--- src/rtl/demux1to16_28bit_reg.sv ---
// Purpose: 1-to-16 registered demux that writes one entry per cycle, with per-entry valid bits and a 16-cycle sequential flush.
// Latency: a write is visible on OUTPUTS/VALID one edge after acceptance. WRITE_ACK is registered and appears in the cycle after an accepted write.
// Backpressure: BUSY is high for the whole flush. Writes presented while BUSY is high are dropped and are not queued.
//
// Ports:
//   CLK        - clock; all state changes on its rising edge
//   RESET      - synchronous, active-high; overrides everything
//   WRITE_EN   - write request for this cycle
//   SELECT     - target entry 0..15
//   INPUT      - write data
//   FLUSH      - start invalidating all entries (ignored while flushing)
//   OUTPUTS    - packed entries, entry i at [WIDTH*i +: WIDTH]
//   VALID      - bit i set when entry i holds written data
//   BUSY       - flush sequence in progress
//   WRITE_ACK  - one-cycle confirmation of an accepted write

module demux1to16_28bit_reg #(
    parameter int WIDTH = 28
) (
    input  logic                  CLK,
    input  logic                  RESET,
    input  logic                  WRITE_EN,
    input  logic [3:0]            SELECT,
    input  logic [WIDTH-1:0]      INPUT,
    input  logic                  FLUSH,
    output logic [16*WIDTH-1:0]   OUTPUTS,
    output logic [15:0]           VALID,
    output logic                  BUSY,
    output logic                  WRITE_ACK
);

    typedef enum logic {
        ST_IDLE     = 1'b0,
        ST_FLUSHING = 1'b1
    } state_t;

    state_t             r_state;
    logic [3:0]         r_flush_idx;
    logic [WIDTH-1:0]   r_entry [16];
    logic [15:0]        r_valid;
    logic               r_write_ack;

    // FLUSH wins over a same-cycle write. Nothing is accepted during a flush.
    logic w_write_accept;
    assign w_write_accept = WRITE_EN && (r_state == ST_IDLE) && !FLUSH;

    always_ff @(posedge CLK) begin
        if (RESET) begin
            r_state     <= ST_IDLE;
            r_flush_idx <= 4'd0;
            r_valid     <= 16'h0000;
            r_write_ack <= 1'b0;
            for (int i = 0; i < 16; i++) begin
                r_entry[i] <= '0;
            end
        end else begin
            r_write_ack <= w_write_accept;
            case (r_state)
                ST_IDLE: begin
                    if (FLUSH) begin
                        r_state     <= ST_FLUSHING;
                        r_flush_idx <= 4'd0;
                    end else if (WRITE_EN) begin
                        r_entry[SELECT] <= INPUT;
                        r_valid[SELECT] <= 1'b1;
                    end
                end
                ST_FLUSHING: begin
                    r_entry[r_flush_idx] <= '0;
                    r_valid[r_flush_idx] <= 1'b0;
                    // The index wraps from 15 back to 0 on the same edge that returns to idle.
                    r_flush_idx          <= r_flush_idx + 4'd1;
                    if (r_flush_idx == 4'd15) begin
                        r_state <= ST_IDLE;
                    end
                end
                default: begin
                    r_state <= ST_IDLE;
                end
            endcase
        end
    end

    for (genvar g = 0; g < 16; g++) begin : g_pack
        assign OUTPUTS[WIDTH*g +: WIDTH] = r_entry[g];
    end

    assign VALID     = r_valid;
    assign BUSY      = (r_state == ST_FLUSHING);
    assign WRITE_ACK = r_write_ack;

endmodule

--- config.mk ---
export PLATFORM = sky130hd
export DESIGN_NAME = demux1to16_28bit_reg
export DESIGN_NICKNAME = d
export VERILOG_FILES = /design/src/rtl/demux1to16_28bit_reg.sv
export SDC_FILE = /design/constraint.sdc
export NUM_CORES = 1
export LEC_CHECK = 0
export CAP_MARGIN = 20
export CORE_ASPECT_RATIO = 1.2
export CORE_MARGIN = 4
export CORE_UTILIZATION = 40
export DETAILED_ROUTE_END_ITERATION = 10
export GPL_ROUTABILITY_DRIVEN = 0
export PLACE_DENSITY = 0.68
export RECOVER_POWER = 25
export SYNTH_ARGS = -nofsm -noshare
export SYNTH_HDL_FRONTEND = slang
export SYNTH_SLANG_ARGS = --single-unit
--- constraint.sdc ---
create_clock -name CLK -period 6.85 [get_ports CLK]
set_input_delay 1.37 -clock CLK [delete_from_list [all_inputs] [get_ports CLK]]
set_output_delay 1.37 -clock CLK [all_outputs]
set_load 0.005 [all_outputs]
== Yosys cells after proc, flatten, opt, wreduce, memory -nomap -nowiden ==
Memories as Yosys holds them, arrays and structs flattened.
Cells that the tools add are included.
Word-level totals
  input bits: 36
  output and inout bits: 466
  ROM bits: 0
  RAM bits: 448
  memories kept: 1
  register bits: 22
  latch bits: 0
  logic and storage cells: 54
Operators by class
  eq/ne operators: 4
  shifts and indexed selects: 0
  bitwise operators: 4
  add/subtract/negate cells: 1
  order comparisons: 4
  divide/modulo/power cells: 0
  muxes and demuxes: 28
  multipliers: 0
  reduce and logical (&&, ||, !) cells: 8
Memory list
  r_entry: depth 16, width 28, read ports 16, clocked after memory_dff 0, wr ports 16, line 39  | logic [WIDTH-1:0] r_entry [16];
Operators with widths (count)
  $mux 28: 2
  $reduce_or 28->1: 2
  $mux 16: 2
  $pmux 16 s2: 1
  $and 16x16->16: 1
  $mux 1: 16
  $not 16->16: 1
  $or 16x16->16: 1
  $mux 4: 3
  $lt 4x5->1 const B: 2
  $demux 1 s4: 2
  $ge 4x1->1 const B: 2
  $pmux 4 s2: 1
  $ne 2x2->1 const B: 3
  $add 4x1->4 const B: 1
  $eq 4x4->1 const B: 1
  $logic_and 1x1->1: 4
  $pmux 1 s2: 1
  $reduce_and 2->1: 1
  $logic_not 1->1: 1
  $not 1->1: 1

== Longest topological paths before layout ==
  depth after elaboration: 8
  gate-level depth with buffers: 6
  depth with buffers taken out: 5

== Worst setup path after synthesis ==
Ideal clock, no wire load.
  path type: input port to flip-flop
  start point: in FLUSH
  end point: mem r_entry[2][0], enable pin
  stages: 5
  data required time: 6.394 ns
  path buffers: 2
  path slack: 2.096 ns
  data arrival time: 4.298 ns
  path through: buf_2 and4bb_2 o21ai_2 buf_1 o31ai_1
RTL lines
  start: declaration: line 25  | input logic FLUSH,
  end: declaration: line 39

==> results_dict.tcl <==
set metrics [dict create \
    drt-total-wl_um 64400 \
    wl_per_cell_um 27.7 \
    clock.fmax_mhz 212 \
    path_cells "dlygate4sd3_1 -> inv_2 -> o21ai_4 -> buf_12 -> buf_4 -> nor3_1" \
    cts_hold_buf 0 \
    grt_max_degree 138 \
    setup_tns_ns 0 \
    slowest_stage "dlygate4sd3_1" \
    cp_top_family "buffers and inverters" \
    synthTopCellsByArea "edfxtp_1 (72%), nor3_1 (9.1%), nor3_2 (5.9%)" \
    synth.net_count 1243 \
    vias_per_cell 5.50 \
    max_slew_margin 0.235 \
    fin_crit_sh 0.690 \
    globalRouteOverflowTotal 0 \
    cp.arrival_ns 5.03 \
    io_pins 502 \
    hold_depth 2 \
    cp_slowest_stage_delay_ns 1.10 \
    finalSetupViolations 0 \
    async_flop_share 0 \
    crit_buf_inv 4 \
    nNetsFinal 1706 \
    core_mm2 0.0459 \
    path_clk_slew_ns 0.06 \
    drive_gt1_frac 0.161 \
    startpoint_type "input pin" \
    vias 12800 \
    yosysTopAreaCellShare 0.723 \
    worst-setup-path-type "input pin to flop" \
    drv_slew 0 \
    antenna_found_initial 9 \
    drt_iter0_drc 1014 \
    start_util 0.405 \
    layout_commonest_cell "edfxtp_1" \
    clock_path_buffers 3 \
    synth-seq-cells 470 \
    worst-path-stages 6 \
    tightest_slew_ns 1.12 \
    synthCells 1203 \
    crit_fanout 137 \
    grt_pass1_vias 12600 \
    dr.pass1.iters 5 \
    post_cts_buffers 0 \
    p_leak_nw 8.67 \
    cts_buffers 46 \
    multi_input_area_mm2 0.00433 \
    synth_edf_count 448 \
    root_buffer "clkbuf_16" \
    port_buffers 501 \
    die_y_um 244 \
    fin_crit_ns 4.73 \
    rsz0062_at_grt "no" \
    syn_area_mm2 0.0186 \
    area_growth_pct 38.8 \
    ant_nets 0 \
    irDropWorstVdd_mv 0.190 \
    h-tree-depth 2 \
    post_cts_resized 0 \
    fp.dieW_um 205 \
    num_rows 86 \
    drv_cap 0 \
    fin_util 0.562 \
    status "completed" \
    yosysWarnings 0 \
    dieArea_mm2 0.0500 \
    powerDensity_mw_per_mm2 247 \
    cts_sinks 470 \
    route.detailed.drc 0 \
    grt_pass1_wl_um 92200 \
    regArea_mm2 0.0139 \
    synth_flop_cell "edfxtp_1" \
    cts_tree "done" \
    syn_area_per_cell_um2 15.5 \
    ys_types 40 \
    r2r_cells 6 \
    worstSetupEndpointType "flop" \
    timing.hold.ws_ns 0.493 \
    fin_skew_ns 0.0178 \
    hold_class "flop to flop" \
    dpl.hpwl_um 44100 \
    nFillCells 3695 \
    synth_top_area_cell "edfxtp_1" \
    insertion_delay_ns 0.59 \
    yosysSeqAreaShare 0.747 \
    final_cell_mix "edfxtp_1 (448), nor3_1 (339), dlygate4sd3_1 (326), clkdlybuf4s50_1 (174), nor3_2 (110)" \
    critPathRequiredTime_ns 7.16 \
    grt_util_all_layers 0.251 \
    hold_viol_final 0 \
]
[synthesized netlist by cell type, types with 4 or more instances]
library cell,count
edfxtp_1,448
nor3_1,339
nor3_2,110
buf_2,50
clkbuf_1,46
nand3b_2,27
dfxtp_1,22
nand3_1,21
buf_4,19
o31ai_1,17
a31oi_1,12
nand3_2,12
a311oi_1,11
a21oi_1,8
nor2_1,8
nor2b_1,6
buf_6,5
ha_1,4
o21ai_0,4
[registers in the layout, indices dropped and copies added, names as in the netlist]
register and cells:
VALID 16, r_flush_idx 4, BUSY 1, WRITE_ACK 1, r_entry 448
[routing by layer]
layer / vias up / wire [um] / track usage
li1: 5600 / - / -
met1: 6409 / 24200 / 0.313
met2: 696 / 31900 / 0.418
met3: 88 / 6600 / 0.0861
met4: 2 / 1680 / 0.0735
met5: - / 13 / 0
[tightest hold or removal path, cell delays in order (launching register included)]
cell and delay, ns:
dfxtp_1 0.31, o21ai_0 0.07, a21oi_1 0.07
[per-stage QoR]
| step | area, um^2 | instances | total power [mW] | worst slack (ns) |
|---|---|---|---|---|
| after global placement | 24300 | 2233 | 4.02 | 1.72 |
| after CTS | 25800 | 2317 | 6.45 | 2.30 |
| final | 25800 | 2326 | 6.38 | 2.12 |
| after floorplan | 18600 | 1203 | 3.61 | 2.10 |
| after detailed placement | 24300 | 2233 | 4.03 | 1.66 |
| after global routing | 25800 | 2323 | 6.58 | 1.91 |
[cells by family (layout without fill, tap and decap cells)]
| group | after synthesis | in the layout | synth area share |
|---|---|---|---|
| flops | 470 | 470 | 0.747 |
| fa+ha+maj | 4 | 4 | 0.00269 |
| mux | 7 | 7 | 0.00511 |
| other cells | 0 | 8 | 0 |
| buf+inv | 127 | 626 | 0.0348 |
| compound gates | 57 | 57 | 0.0216 |
| simple gates | 538 | 538 | 0.189 |
[area by class of cell]
type | count | area share
tap | 616 | 0.0299
multi-input combinational | 606 | 0.168
timing repair buffer | 538 | 0.208
antenna | 8 | 0.000776
inverter | 4 | 0.000582
sequential | 470 | 0.538
clock inverter | 28 | 0.00839
clock buffer | 56 | 0.0469
[final timing paths]
| check | slack, ns | endpoint | from |
|---|---|---|---|
| worst min-delay path | 0.49 | VALID[5]$_SDFFE_PP0P_ | VALID[5]$_SDFFE_PP0P_ |
| worst max register to register | 3.90 | r_entry[8][25]$_SDFFCE_PN0P_ | BUSY$_SDFF_PP0_ |
| worst max-delay path | 2.12 | r_entry[12][10]$_SDFFCE_PN0P_ | RESET |
| worst min register to register | 0.49 | VALID[5]$_SDFFE_PP0P_ | VALID[5]$_SDFFE_PP0P_ |
[power breakdown]
group	total (mW)	internal [mW]	switching, mW
Combinational	0.641	0.226	0.415
Sequential	3.29	3.25	0.0388
Clock	2.45	1.37	1.08
Total	6.38	4.85	1.53
(Power assumes the default switching activity.)
